File: config.mk
export PLATFORM = sky130hd
export DESIGN_NAME = tm8_err_monitor
export DESIGN_NICKNAME = d
export VERILOG_FILES = /design/src/rtl/tm_err_pkg.sv /design/src/rtl/tm_err_exact_mul.sv /design/src/rtl/tm8_err_monitor.sv
export SDC_FILE = /design/constraint.sdc
export NUM_CORES = 1
export LEC_CHECK = 0
export CORE_MARGIN = 2
export CORE_UTILIZATION = 50
export CTS_CLUSTER_DIAMETER = 50
export DETAILED_ROUTE_END_ITERATION = 12
export PLACE_DENSITY = 0.72
export RECOVER_POWER = 100
export SETUP_SLACK_MARGIN = 0.15
export SLEW_MARGIN = 10
export SYNTH_ARGS = -nofsm -noshare
export SYNTH_HDL_FRONTEND = slang
export SYNTH_SLANG_ARGS = --single-unit
File: constraint.sdc
create_clock -name clk -period 6.2 [get_ports clk]
set_input_delay 0.62 -clock clk [delete_from_list [all_inputs] [get_ports clk]]
set_output_delay 0.62 -clock clk [all_outputs]
set_load 0.1 [all_outputs]
File: src/rtl/tm_err_pkg.sv
// Shared types and default widths for the approximate-multiplier error monitor.
package tm_err_pkg;

  typedef enum logic [1:0] {
    ST_IDLE  = 2'd0,
    ST_RUN   = 2'd1,
    ST_DRAIN = 2'd2,
    ST_DONE  = 2'd3
  } state_t;

  localparam int PIPE_DEPTH = 3;

  localparam int DEF_N     = 8;
  localparam int DEF_CNT_W = 32;
  localparam int DEF_ACC_W = 48;

endpackage

File: src/rtl/tm_err_exact_mul.sv
// Stage S2: registered exact N x N unsigned multiply, carrying approx and valid alongside.
// With TM_ERR_MON_WCE_EN the operands are also carried forward for worst-case capture.
module tm_err_exact_mul
  import tm_err_pkg::*;
#(
  parameter int N = DEF_N
) (
  input  logic           clk,
  input  logic           rst,
  input  logic           clear,
  input  logic           valid,
  input  logic [N-1:0]   a,
  input  logic [N-1:0]   b,
  input  logic [2*N-1:0] approx,
`ifdef TM_ERR_MON_WCE_EN
  output logic [N-1:0]   a_q,
  output logic [N-1:0]   b_q,
`endif
  output logic           valid_q,
  output logic [2*N-1:0] exact,
  output logic [2*N-1:0] approx_q
);

  always_ff @(posedge clk) begin
    if (rst || clear) begin
      valid_q  <= 1'b0;
      exact    <= '0;
      approx_q <= '0;
`ifdef TM_ERR_MON_WCE_EN
      a_q      <= '0;
      b_q      <= '0;
`endif
    end else begin
      valid_q <= valid;
      if (valid) begin
        exact    <= (2*N)'(a) * (2*N)'(b);
        approx_q <= approx;
`ifdef TM_ERR_MON_WCE_EN
        a_q      <= a;
        b_q      <= b;
`endif
      end
    end
  end

endmodule

File: src/rtl/tm8_err_monitor.sv
// Error-statistics monitor for an 8x8 approximate multiplier: 3-stage pipeline, windowed run.
// Optional TM_ERR_MON_WCE_EN adds wce_a/wce_b capturing the operands of the worst-case sample.
//
//   state    | meaning
//   ST_IDLE  | waiting for start, statistics zero after clear/rst
//   ST_RUN   | accepting samples until window reached
//   ST_DRAIN | window reached, last samples still in S1/S2
//   ST_DONE  | statistics final, done high
module tm8_err_monitor
  import tm_err_pkg::*;
#(
  parameter int N     = DEF_N,
  parameter int CNT_W = DEF_CNT_W,
  parameter int ACC_W = DEF_ACC_W
) (
  input  logic             clk,
  input  logic             rst,
  input  logic             start,
  input  logic             clear,
  input  logic [CNT_W-1:0] window,
  input  logic             in_valid,
  output logic             in_ready,
  input  logic [N-1:0]     a,
  input  logic [N-1:0]     b,
  input  logic [2*N-1:0]   approx,
  output logic             busy,
  output logic             done,
  output logic [CNT_W-1:0] sample_cnt,
  output logic [CNT_W-1:0] mism_cnt,
  output logic [ACC_W-1:0] err_sum,
  output logic [2*N-1:0]   err_max,
`ifdef TM_ERR_MON_WCE_EN
  output logic [N-1:0]     wce_a,
  output logic [N-1:0]     wce_b,
`endif
  output logic             sum_ovf
);

  state_t           state;
  state_t           state_nxt;
  logic [CNT_W-1:0] window_q;
  logic             accept;
  logic             start_ok;

  logic             s1_valid;
  logic [N-1:0]     s1_a;
  logic [N-1:0]     s1_b;
  logic [2*N-1:0]   s1_approx;

  logic             s2_valid;
  logic [2*N-1:0]   s2_exact;
  logic [2*N-1:0]   s2_approx;
`ifdef TM_ERR_MON_WCE_EN
  logic [N-1:0]     s2_a;
  logic [N-1:0]     s2_b;
`endif

  logic [2*N-1:0]   err;
  logic [ACC_W:0]   sum_nxt;

  assign in_ready = (state == ST_RUN) && (sample_cnt < window_q);
  assign accept   = in_valid && in_ready;
  assign start_ok = start && ((state == ST_IDLE) || (state == ST_DONE));
  assign busy     = (state == ST_RUN) || s1_valid || s2_valid;
  assign done     = (state == ST_DONE);

  // FSM
  always_ff @(posedge clk) begin
    if (rst || clear) state <= ST_IDLE;
    else              state <= state_nxt;
  end

  always_comb begin
    state_nxt = state;
    case (state)
      ST_IDLE, ST_DONE: begin
        if (start) state_nxt = (window == '0) ? ST_DONE : ST_RUN;
      end
      ST_RUN: begin
        if (accept && ((sample_cnt + CNT_W'(1)) == window_q)) state_nxt = ST_DRAIN;
      end
      ST_DRAIN: begin
        // S2 is absorbed into the statistics on this edge, so an empty S1 means fully drained
        if (!s1_valid) state_nxt = ST_DONE;
      end
      default: state_nxt = ST_IDLE;
    endcase
  end

  // Stage S1
  always_ff @(posedge clk) begin
    if (rst || clear) begin
      s1_valid  <= 1'b0;
      s1_a      <= '0;
      s1_b      <= '0;
      s1_approx <= '0;
    end else begin
      s1_valid <= accept;
      if (accept) begin
        s1_a      <= a;
        s1_b      <= b;
        s1_approx <= approx;
      end
    end
  end

  // Stage S2
  tm_err_exact_mul #(.N(N)) u_mul (
    .clk      (clk),
    .rst      (rst),
    .clear    (clear),
    .valid    (s1_valid),
    .a        (s1_a),
    .b        (s1_b),
    .approx   (s1_approx),
`ifdef TM_ERR_MON_WCE_EN
    .a_q      (s2_a),
    .b_q      (s2_b),
`endif
    .valid_q  (s2_valid),
    .exact    (s2_exact),
    .approx_q (s2_approx)
  );

  // Stage S3
  assign err     = (s2_exact >= s2_approx) ? (s2_exact - s2_approx) : (s2_approx - s2_exact);
  assign sum_nxt = {1'b0, err_sum} + (ACC_W+1)'(err);

  always_ff @(posedge clk) begin
    if (rst || clear) begin
      window_q   <= '0;
      sample_cnt <= '0;
      mism_cnt   <= '0;
      err_sum    <= '0;
      err_max    <= '0;
      sum_ovf    <= 1'b0;
`ifdef TM_ERR_MON_WCE_EN
      wce_a      <= '0;
      wce_b      <= '0;
`endif
    end else if (start_ok) begin
      window_q   <= window;
      sample_cnt <= '0;
      mism_cnt   <= '0;
      err_sum    <= '0;
      err_max    <= '0;
      sum_ovf    <= 1'b0;
`ifdef TM_ERR_MON_WCE_EN
      wce_a      <= '0;
      wce_b      <= '0;
`endif
    end else begin
      if (accept) sample_cnt <= sample_cnt + CNT_W'(1);
      if (s2_valid) begin
        if (err != '0) mism_cnt <= mism_cnt + CNT_W'(1);
        if (err > err_max) begin
          err_max <= err;
`ifdef TM_ERR_MON_WCE_EN
          wce_a   <= s2_a;
          wce_b   <= s2_b;
`endif
        end
        if (sum_nxt[ACC_W]) begin
          err_sum <= '1;
          sum_ovf <= 1'b1;
        end else begin
          err_sum <= sum_nxt[ACC_W-1:0];
        end
      end
    end
  end

endmodule

### Word-level counts from Yosys, hierarchy flattened

Index checks and enable logic that the tools add are counted.
W data, S select, Z words.

| word-level totals | value |
|---|---|
| register bits | 229 |
| input port bits | 69 |
| output and inout bits | 132 |
| logic and storage cells | 54 |

| cells by class | value |
|---|---|
| add/subtract/negate cells | 5 |
| $mul | 1 |
| $lt $le $gt $ge | 3 |
| eq/ne operators | 7 |
| mux-type cells | 7 |
| reduce and logical (&&, ||, !) cells | 17 |

Operator list:

| kind | number |
|---|---|
| $add A32 B1 Y32 const B | 2 |
| $add A48 B16 Y49 | 1 |
| $mux W48 | 1 |
| $eq A32 B32 Y1 | 1 |
| $logic_not A32 Y1 | 1 |
| $lt A32 B32 Y1 | 1 |
| $sub A16 B16 Y16 | 2 |
| $ge A16 B16 Y1 | 1 |
| $gt A16 B16 Y1 | 1 |
| $mul A8 B8 Y16 | 1 |
| $mux W16 | 1 |
| $reduce_bool A16 Y1 | 1 |
| $mux W2 | 4 |
| $pmux W2 S3 | 1 |
| $reduce_and A2 Y1 | 3 |
| $eq A2 B2 Y1 const B | 2 |
| $logic_and A1 B1 Y1 | 4 |
| $logic_or A1 B1 Y1 | 4 |
| $ne A2 B2 Y1 const B | 2 |
| $reduce_or A2 Y1 | 2 |
| $reduce_and A3 Y1 | 1 |
| $eq A2 B1 Y1 const B | 1 |
| $logic_not A2 Y1 | 1 |
| $ne A2 B1 Y1 const B | 1 |

### Longest topological paths before layout

Gate-level depths: netlist (run 1).

| logic depth | value |
|---|---|
| word-level depth | 6 |
| mapped depth | 23 |
| mapped depth without buffers | 22 |

### Cells and area by module

A second synthesis (run 1) with hierarchy kept.

| unflattened totals | value |
|---|---|
| cell total of the unflattened synthesis | 1963 |
| area total of the unflattened synthesis | 16074.2 um^2 |

By module, submodules not included:

| module | instances | cells an instance | area an instance (um^2) | seq. area each (um^2) |
|---|---|---|---|---|
| tm8_err_monitor | 1 | 1598 | 12781.0 | 3923.8 |
| tm_err_exact_mul | 1 | 365 | 3293.2 | 660.6 |

### Worst setup path before layout (run 1)

No wires, ideal clock.

| timing path | value |
|---|---|
| kind | reg2reg |
| from | register u_mul.exact[0] |
| to | register err_sum[30] |
| library setup time | 117 ps |
| arrival time | 4458 ps |
| data required time | 6083 ps |
| slack | 1625 ps |
| stages on the path, launching flop included | 21 |
| path buffers | 0 |
| period minus slack after synthesis | 4575 ps |
| cells stage by stage | dfxtp_1 -> inv_1 -> ha_1 -> inv_1 -> fa_1 -> a21o_1 -> a21oi_1 -> a211o_2 -> nand2_4 -> o311ai_1 -> ha_1 -> nor2b_1 -> o21a_1 -> o21ai_0 -> a211oi_1 -> o21ai_0 -> a2111oi_0 -> nor2_1 -> nor3_1 -> nand3_1 -> o211a_1 |

| on the way | value |
|---|---|
| word-level cells in the longest chain between the ends | 4 |
| elaborated cells on any way between the ends | 6 |
| classes of those cells | 3 x add/sub; 1 x order compare; 2 x mux |

RTL lines:

| item | line | text |
|---|---|---|
| from (decl) | tm_err_exact_mul.sv:20 | `output logic [2*N-1:0] exact,` |
| from (signal assigned) | tm_err_exact_mul.sv:36 | `exact <= (2*N)'(a) * (2*N)'(b);` |
| $sub A16 B16 Y16 / $ge A16 B16 Y1 (equally long branches) | tm8_err_monitor.sv:126 | `assign err = (s2_exact >= s2_approx) ? (s2_exact - s2_approx) : (s2_approx - s2_exact);` |
| $mux W16 * | tm8_err_monitor.sv:126 |  |
| via err[2] | tm8_err_monitor.sv:58 | `logic [2*N-1:0] err;` |
| $add A48 B16 Y49 * | tm8_err_monitor.sv:127 | `assign sum_nxt = {1'b0, err_sum} + (ACC_W+1)'(err);` |
| $mux W48 * | tm8_err_monitor.sv:163 | `if (sum_nxt[ACC_W]) begin` |
| to (signal assigned) | tm8_err_monitor.sv:167 | `err_sum <= sum_nxt[ACC_W-1:0];` |
| to (decl) | tm8_err_monitor.sv:30 | `output logic [ACC_W-1:0] err_sum,` |

Mark *: on every way through the listed nets, which the timed path passes. The rest lies on a longest branch.
A chain may end at the register's enable or synchronous reset.

### Worst setup path after layout (run 1)

| timing path | value |
|---|---|
| from | register u_mul.exact[11] |
| to | register err_max[5] |

| on the way | value |
|---|---|
| word-level cells in the longest chain between the ends | 4 |
| elaborated cells on any way between the ends | 6 |
| classes of those cells | 2 x add/sub; 2 x order compare; 1 x mux; 1 x reduce/logical |

RTL lines:

| item | line | text |
|---|---|---|
| $sub A16 B16 Y16 / $ge A16 B16 Y1 (equally long branches) | tm8_err_monitor.sv:126 |  |
| $mux W16 * | tm8_err_monitor.sv:126 |  |
| via err[15] | tm8_err_monitor.sv:58 |  |
| $gt A16 B16 Y1 * | tm8_err_monitor.sv:156 | `if (err > err_max) begin` |
| $reduce_and A2 Y1 (no source line) * | -- |  |
| to (signal assigned) | tm8_err_monitor.sv:157 | `err_max <= err;` |
| to (decl) | tm8_err_monitor.sv:31 | `output logic [2*N-1:0] err_max,` |

Marks and branches as above.

==> results.toml, run 1 <==
[status]
status = "finished, violations left"
failed_checks = "max-capacitance violations, max-slew violations"

[synth]
synth_ff_type = "dfxtp_1"
ys_ff_latch = 229
ys_types = 74
synthArstFlopShare = 0
syn_area_sq_um = 15800
yosysTopAreaCell = "dfxtp_1"
syn_avg_cell_area_sq_um = 7.92
synthTopCellsByArea = "dfxtp_1 29%, ha_1 11%, a21oi_1 6.2%"
synth_top_area_share = 0.290
synth-edff-count = 0
syn_inst = 1998
synthesis.nets = 2243
ys_warn_count = 0
ys_seq_area_frac = 0.290

[clock_tree]
cts_max_path_buffers = 3
clkTransAtPathRegs_ns = 0.06
clk_latency_ns = 0.51
clock_sinks = 229
htree_num_levels = 2
cts_made_buffers = 35
clockRootBuffer = "clkbuf_16"
cts_tree = "built"
postCtsHoldBufs = 0
postCtsSetupRepairBufs = 0

[route]
vias_per_cell = 5.64
dr_total_vias = 14600
drc_errors = 0
wire_per_inst_um = 16.5
drt_iter0_markers = 913
routed_wl_um = 42800
drtAntennaViolNets = 0
dr.pass1.iters = 5

[critical_path]
critical_path_class = "reg2reg"
critPathMaxStageDelay_ns = 0.95
path_buf_inv = 2
cp-end-kind = "flop"
crit_chain = "inv_1 -> ha_1 -> and3_4 -> o2111ai_1 -> a211o_2 -> nand2_4 -> mux2i_1 -> o22ai_1 -> xor2_1 -> ha_1 -> nand4_1 -> nor3_1 -> a21oi_1 -> o21ai_0 -> a21oi_1 -> clkbuf_1 -> mux2i_1 -> nor2_1"
crit_path_max_fanout = 11
start_kind = "flop"
path_delay_family = "compound AO/OA/AOI/OAI gates"
r2r_slack_ns = 0.46
slowest_stage = "a21oi_1"
cp.arrival_ns = 6.11
cp.required_ns = 6.57

[sta]
skew_ns = 0.0143
hold_violations = 0
setup_tns_ns = 0
period_share = 0.925
rsz0062_at_grt = "no"
worstMarginPinSlew_ns = 2.61
finalSetupViolations = 0
min_period_ns = 5.74
fmax_ghz = 0.174
relSlewSlack = -0.739
slew_viol_final = 134

[final_layout]
drive_above_1_share = 0.0453
nNetsFinal = 2403
final_cells = 2587
insertedDiodeCount = 0
final_area_sq_um = 19300
layout_common_cells = "255 x nand2_1, 228 x dfxtp_1, 196 x a21oi_1"
post-route-util = 0.615
layout_commonest_cell = "nand2_1"
area_growth_pct = 22.0

[global_route]
grt_util_met2 = 0.413
grt_pass1_vias = 13600
antenna_found_initial = 2
use_met3 = 0.0483
grt_usage = 0.254
overflow = 0
grt_max_degree = 82
grt_pass1_wl_um = 69600
use_met1 = 0.338
grt.busiest_layer = "met2"

[placement]
place_inst = 2523
io_buffers = 200
routabilityCongestion = 0.917
place_area_sq_um = 18100
dpl.hpwl_um = 32300

[pwr]
irDropWorstVdd_mv = 0.235
power.density_nw_per_um2 = 198
leakage_nw = 7.90

[floorplan]
die_y_um = 182
start_util = 0.504
rows = 65
core_area_sq_um = 31400
die_x_um = 182
ios = 201
die_area_sq_um = 33100

[min_path]
hold_path.class = "reg2reg"

[flow_run]
max_cap_violations = 3
## final timing paths
kind                           startpoint                       to  cells after the start
max          u_mul.exact[11]$_SDFFE_PP0P_  err_max[5]$_SDFFE_PP0P_                     18
max reg2reg  u_mul.exact[11]$_SDFFE_PP0P_  err_max[5]$_SDFFE_PP0P_                     18
min reg2reg          sum_ovf$_SDFFE_PP0P_     sum_ovf$_SDFFE_PP0P_                      2
min                  sum_ovf$_SDFFE_PP0P_     sum_ovf$_SDFFE_PP0P_                      2
## layer usage
metal,up-vias,share of wire
met5,-,0.00063
met4,4,0.032
met3,85,0.057
met2,389,0.45
met1,6929,0.46
li1,7193,-
## logic make-up (layout without fill, tap and decap cells)
logic type               after synthesis  count (layout)  synth area share
buffers and inverters                274             461            0.0682
XOR/XNOR                             129             129            0.0714
flip-flops                           229             229             0.290
AO/OA/AOI/OAI                        434             434             0.168
AND/OR/NAND/NOR                      707             707             0.214
multiplexers                          49              49            0.0311
adder cells (fa/ha/maj)              176             176             0.158
## synth_stat cells (3+ instances only)
library cell and n:
and3_1 29, dfxtp_1 229, a2111oi_0 5, a21boi_0 3, o21ai_1 10, nor4_1 15
a31o_2 3, xor2_1 59, nor3_1 22, o221ai_1 3, a31oi_1 15, nand4_1 38
o21bai_1 7, a21o_1 30, buf_6 5, nand2b_1 6, buf_2 8, o211a_1 5
xnor2_1 70, nor3b_1 3, nand2_1 256, nor2b_1 16, a211oi_1 15, o211ai_1 4
nand3_1 63, clkbuf_1 74, o31ai_1 17, or2_2 3, inv_1 178, or3_1 30
and2_1 44, mux2i_1 48, or4_1 16, o21a_1 16, o22ai_1 3, buf_1 7
o21ai_0 71, o41ai_1 4, o2111ai_1 5, ha_1 137, a22oi_1 3, and4_1 8
nor2_1 148, a21oi_1 196, fa_1 39
## timing repair
item,CTS,global route
hold endpoints to repair,0,0
resized for setup,0,1
endpoints found under the setup margin,0,12
## report_power, final
group	total [mW]	leakage [nW]	internal, mW	switching [mW]
clock	2.10	0.614	1.33	0.774
sequential	1.50	1.85	1.48	0.0133
combinational	0.227	5.44	0.0895	0.138
## registers in the layout, indices dropped and copies added (netlist names), 8 cells and up
register / cells
err_sum: 48
mism_cnt: 32
sample_cnt: 32
window_q: 32
err_max: 16
s1_approx: 16
u_mul.approx_q: 16
u_mul.exact: 16
s1_a: 8
s1_b: 8
## metrics by stage
| step | setup WS [ns] | total power [mW] | hold slack (ns) |
|---|---|---|---|
| after global routing | 0.154 | 3.97 | 0.475 |
| after floorplan | 1.62 | 1.66 | 0.436 |
| after detailed placement | 0.707 | 1.76 | 0.438 |
| after CTS | 0.705 | 3.87 | 0.446 |
| after global placement | 0.933 | 1.76 | 0.432 |
| final | 0.465 | 3.83 | 0.442 |
## worst reg2reg max path, stage by stage, from the launching register on
cell and delay (ns):
dfxtp_1 0.36, inv_1 0.05, ha_1 0.52, and3_4 0.30, o2111ai_1 0.16, a211o_2 0.43
nand2_4 0.18, mux2i_1 0.35, o22ai_1 0.15, xor2_1 0.57, ha_1 0.38, nand4_1 0.10
nor3_1 0.07, a21oi_1 0.12, o21ai_0 0.10, a21oi_1 0.95, clkbuf_1 0.52, mux2i_1 0.24
nor2_1 0.06
## area by class of cell
class | count | area [sq um]
clock buffers | 43 | 987
clock inverters | 21 | 277
fillers | 2767 | 12100
inverters | 179 | 672
multi-input cells | 1495 | 10200
flip-flops and latches | 229 | 4590
well taps | 402 | 503
repair buffers | 218 | 2110
Note: power is estimated with default switching activity, not from simulation.
==> run 2: changes to the inputs <==
MAX_ROUTING_LAYER = met4   (was not set)
PLACE_DENSITY = 0.75   (was 0.72)
clock period = 4.8 ns   (was 6.2 ns; I/O delays follow)
==> run 2 against run 1 <==
The flow still finishes with violations (max-capacitance violations, max-slew violations); setup slack worse by 0.20 ns; flip-flop and latch count stayed put; global-route usage up 1.4 points; non-clock buffer count grew 69; routed wire length up 4.1%; combinational power rose by 34%; clock power up 25%; sequential power rose by 29%; largest power group unchanged.
==> results.toml, run 2 (synthesized netlist as in run 1, its figures left out) <==
[critical_path]
start_kind = "flop"
critPathMaxStageDelay_ns = 0.54
cp.required_ns = 5.18
slowest_stage = "fa_1"
cp-end-kind = "flop"
crit_chain = "nand2_1 -> fa_1 -> fa_1 -> inv_1 -> fa_1 -> fa_1 -> ha_1 -> a21oi_2 -> nor2b_1 -> o21ai_1 -> a21oi_1 -> o41ai_2 -> mux2i_2 -> o31ai_1"
timing.critical_path.mode_cell = "fa_1"
cp.arrival_ns = 4.92
critical_path_class = "reg2reg"
r2r_slack_ns = 0.26
crit_path_max_fanout = 5

[sta]
slew_viol_final = 37
hold_violations = 0
hold-worst-slack_ns = 0.449
rsz0062_at_grt = "no"
finalSetupViolations = 0
worstMarginPinSlew_ns = 2.16
period_share = 0.945
fmax_ghz = 0.220
min_period_ns = 4.54
skew_ns = 0.0228
relSlewSlack = -0.439
timing.final.ws_setup_ns = 0.262

[placement]
place_area_sq_um = 18500
pre_cts_ws_ns = -0.156
place_inst = 2575
routabilityCongestion = 0.948
dpl.hpwl_um = 33400
io_buffers = 200

[floorplan]
die_y_um = 182
start_util = 0.504
ios = 201
rows = 65
core_area_sq_um = 31400
die_x_um = 182
die_area_sq_um = 33100

[route]
dr.pass1.iters = 5
drt_iter0_markers = 968
topRoutingLayerUsed = "met4"
dr_total_vias = 14900
wire_per_inst_um = 16.8
vias_per_cell = 5.60
drtAntennaViolNets = 0
routed-wl-met3_um = 2360
dr_wl_met2_um = 20800
drc_errors = 0
routed_wl_um = 44600
drt-met1-wl_um = 20500

[final_layout]
final_cells = 2657
final_area_sq_um = 20200
largest_reg_flops = 48
regMostFlops = "err_sum"
layout_common_cells = "255 x nand2_1, 217 x dfxtp_1, 187 x a21oi_1"
nNetsFinal = 2472
drive_above_1_share = 0.0976
area_growth_pct = 27.3
layout_commonest_cell = "nand2_1"

[global_route]
grt_usage = 0.268
grt_pass1_wl_um = 71200
grt_max_degree = 65
grt_pass1_vias = 14300
antenna_found_initial = 2
overflow = 0

[pwr]
finalPower_mw = 4.85
power.density_nw_per_um2 = 241
irDropWorstVdd_mv = 0.198
leakage_nw = 8.28

[clock_tree]
clockRootBuffer = "clkbuf_16"
clk_latency_ns = 0.52
clock_sinks = 229
htree_num_levels = 2
cts_made_buffers = 35
cts_max_path_buffers = 3
cts_tree = "built"
postCtsHoldBufs = 0
clkTransAtPathRegs_ns = 0.06

[status]
status = "finished, violations left"
failed_checks = "max-capacitance violations, max-slew violations"

[min_path]
hold_path.class = "reg2reg"

[flow_run]
max_cap_violations = 1
[run 2: cell types whose count changed in the layout (fill, tap and decap cells not counted), sizes merged]
cell and change:
buf +71, bufinv -1, clkbuf +1, clkinvlp +1
diode +2, dlygate4sd3 -1, inv -3
[run 2: worst max-delay path: cells and delay by family, from the launching register on]
family	cells	cell delay [ns]
AOI/OAI and AO/OA	5	1.01
adders and majority gates	5	2.37
buffers and inverters	1	0.05
DFF	1	0.42
muxes	1	0.36
and+or+nand+nor	2	0.17
[run 2: final timing paths]
kind,from,to,cells past startpoint
setup / recovery,s1_b[5]$_SDFFE_PP0P_,u_mul.exact[14]$_SDFFE_PP0P_,14
hold / removal,sum_ovf$_SDFFE_PP0P_,sum_ovf$_SDFFE_PP0P_,2
setup reg to reg,s1_b[5]$_SDFFE_PP0P_,u_mul.exact[14]$_SDFFE_PP0P_,14
hold reg to reg,sum_ovf$_SDFFE_PP0P_,sum_ovf$_SDFFE_PP0P_,2
[run 2: final cells by class]
| cell class | count | area [sq um] |
|---|---|---|
| flip-flops and latches | 229 | 4610 |
| fillers | 2709 | 11200 |
| well taps | 402 | 503 |
| repair buffers | 287 | 2670 |
| diodes | 2 | 5.00 |
| multi-input cells | 1495 | 10500 |
| inverters | 179 | 672 |
| clock buffers | 45 | 985 |
| clock inverters | 18 | 224 |
[run 2: report_power, final]
part | switching [mW] | internal, mW
clock network | 0.979 | 1.64
logic | 0.180 | 0.124
registers | 0.0164 | 1.91
total | 1.18 | 3.68
[run 2: timing repair]
item | in CTS | in global routing
setup buffers | 6 | 11
setup endpoints to repair | 48 | 53
gates cloned | 0 | 0
gates resized for setup | 29 | 58
pin swaps | 7 | 29
[run 2: metal layers]
metal	vias to the layer above	track usage
met4	0	0.0755
li1	7334	-
met5	-	-
met3	77	0.0377
met1	7039	0.347
met2	419	0.438
[run 2: through the flow]
| step | util | setup TNS, ns |
|---|---|---|
| floorplan | - | 0 |
| finish | 0.642 | 0 |
| detailed placement | 0.589 | -0.853 |
| global placement | 0.589 | -0.0564 |
| CTS | 0.633 | 0 |
| global route | 0.642 | 0 |
==> run 3: changes to the inputs <==
TNS_END_PERCENT = 5   (was not set)
==> run 3 against run 2 <==
The run still ends with max-capacitance violations, max-slew violations left; final cell count did not move; critical endpoint unchanged; largest cell class unchanged; routed wire length down 0.34%; combinational power about the same; clock skew grew 0.0011 ns.
==> results.toml, run 3 (synthesized netlist as in run 1, its figures left out) <==
[sta]
hold_violations = 0
rsz0062_at_grt = "yes"
setup_tns_ns = 0
skew_ns = 0.0239
slew_viol_final = 37
min_period_ns = 4.55
worstMarginPinSlew_ns = 2.16
relSlewSlack = -0.440
finalSetupViolations = 0
fmax_ghz = 0.220
period_share = 0.949

[route]
drc_errors = 0
vias_per_cell = 5.60
wire_per_inst_um = 16.7
dr_total_vias = 14900
drt_iter0_markers = 954
dr.pass1.iters = 5
drtAntennaViolNets = 0
routed_wl_um = 44400

[clock_tree]
cts_made_buffers = 35
cts_tree = "built"
clock_sinks = 229
postCtsHoldBufs = 0
clockRootBuffer = "clkbuf_16"
cts_max_path_buffers = 3
clk_latency_ns = 0.52
htree_num_levels = 2
clkTransAtPathRegs_ns = 0.06

[final_layout]
area_growth_pct = 27.4
layout_commonest_cell = "nand2_1"
final_cells = 2657
nNetsFinal = 2472
fillers = 2707
layout_common_cells = "254 x nand2_1, 218 x dfxtp_1, 187 x a21oi_1"
post-route-util = 0.642
regMostFlops = "err_sum"
largest_reg_flops = 48
drive_above_1_share = 0.0968
final_area_sq_um = 20200

[floorplan]
die_x_um = 182
start_util = 0.504
core_area_sq_um = 31400
die_y_um = 182
rows = 65
die_area_sq_um = 33100
ios = 201

[pwr]
irDropWorstVdd_mv = 0.198
power.density_nw_per_um2 = 241
leakage_nw = 8.28
clkPwrFrac = 0.539
finalPower_mw = 4.85
p_sw_frac = 0.242
p_seq_frac = 0.398
internal_power_mw = 3.68
p_comb_frac = 0.063
switching_power_mw = 1.17

[global_route]
grt_pass1_wl_um = 71100
antenna_found_initial = 2
overflow = 0
grt_max_degree = 65
grt_pass1_vias = 14200
grt_usage = 0.267

[critical_path]
start_kind = "flop"
critical_path_class = "reg2reg"
cp-end-kind = "flop"
crit_chain = "and2_0 -> fa_1 -> ha_1 -> inv_1 -> fa_1 -> fa_1 -> inv_1 -> ha_1 -> inv_1 -> o21ai_0 -> a21oi_2 -> nor2b_1 -> o21ai_1 -> a21oi_1 -> o41ai_2 -> mux2i_2 -> o31ai_1"
cp.arrival_ns = 4.93
cp.required_ns = 5.18
crit_path_max_fanout = 6
critPathMaxStageDelay_ns = 0.54
slowest_stage = "fa_1"

[placement]
routabilityCongestion = 0.948
place_area_sq_um = 18500
place_inst = 2575
dpl.hpwl_um = 33400
io_buffers = 200

[min_path]
hold_path.class = "reg2reg"

[status]
status = "finished, violations left"
failed_checks = "max-capacitance violations, max-slew violations"

[flow_run]
max_cap_violations = 1
## run 3: metal layers
| metal | share of wire | global-route usage |
|---|---|---|
| met4 | 0.021 | 0.0742 |
| met3 | 0.055 | 0.0371 |
| met2 | 0.47 | 0.437 |
| met1 | 0.46 | 0.348 |
| met5 | 0 | - |
## run 3: final cells by class
cell class / count / area, sq um / area share
multi-input cells: 1495 / 10500 / 0.521
flip-flops and latches: 229 / 4610 / 0.229
repair buffers: 287 / 2670 / 0.132
clock buffers: 45 / 985 / 0.0488
inverters: 179 / 672 / 0.0333
well taps: 402 / 503 / 0.0249
clock inverters: 18 / 224 / 0.0111
diodes: 2 / 5.00 / 0.000248
## run 3: path summary, 6_finish.rpt
path                        start                            to  slack, ns  cells after the start
max          s1_a[4]$_SDFFE_PP0P_  u_mul.exact[14]$_SDFFE_PP0P_       0.25                     17
min          sum_ovf$_SDFFE_PP0P_          sum_ovf$_SDFFE_PP0P_       0.45                      2
max reg2reg  s1_a[4]$_SDFFE_PP0P_  u_mul.exact[14]$_SDFFE_PP0P_       0.25                     17
min reg2reg  sum_ovf$_SDFFE_PP0P_          sum_ovf$_SDFFE_PP0P_       0.45                      2
## run 3: power by group through the flow
stage | Clock [mW] | Combinational, mW | Sequential (mW)
floorplan | 0 | 0.176 | 1.97
global placement | 0 | 0.297 | 1.97
detailed placement | 0 | 0.301 | 1.97
CTS | 2.66 | 0.304 | 1.93
global route | 2.74 | 0.332 | 1.93
finish | 2.62 | 0.305 | 1.93
## run 3: repair_timing
action / 4_1_cts / 5_1_grt
endpoints found under the setup margin: 48 / 52
setup buffers: 3 / 14
resized for setup: 19 / 65
pin swaps: 5 / 28
## run 3: critical path, delay by kind of cell (launching register included)
family | cells | cell delay [ns]
and+or+nand+nor | 2 | 0.27
muxes | 1 | 0.35
adders and majority gates | 5 | 2.08
buffers and inverters | 3 | 0.15
AOI/OAI and AO/OA | 6 | 1.09
DFF | 1 | 0.47
## run 3: metrics by stage
stage / hold slack, ns / setup WS (ns)
after floorplan: 0.436 / 0.225
after global placement: 0.435 / -0.0418
after detailed placement: 0.445 / -0.156
after CTS: 0.455 / 0.107
after global routing: 0.477 / 0.0440
final: 0.449 / 0.247
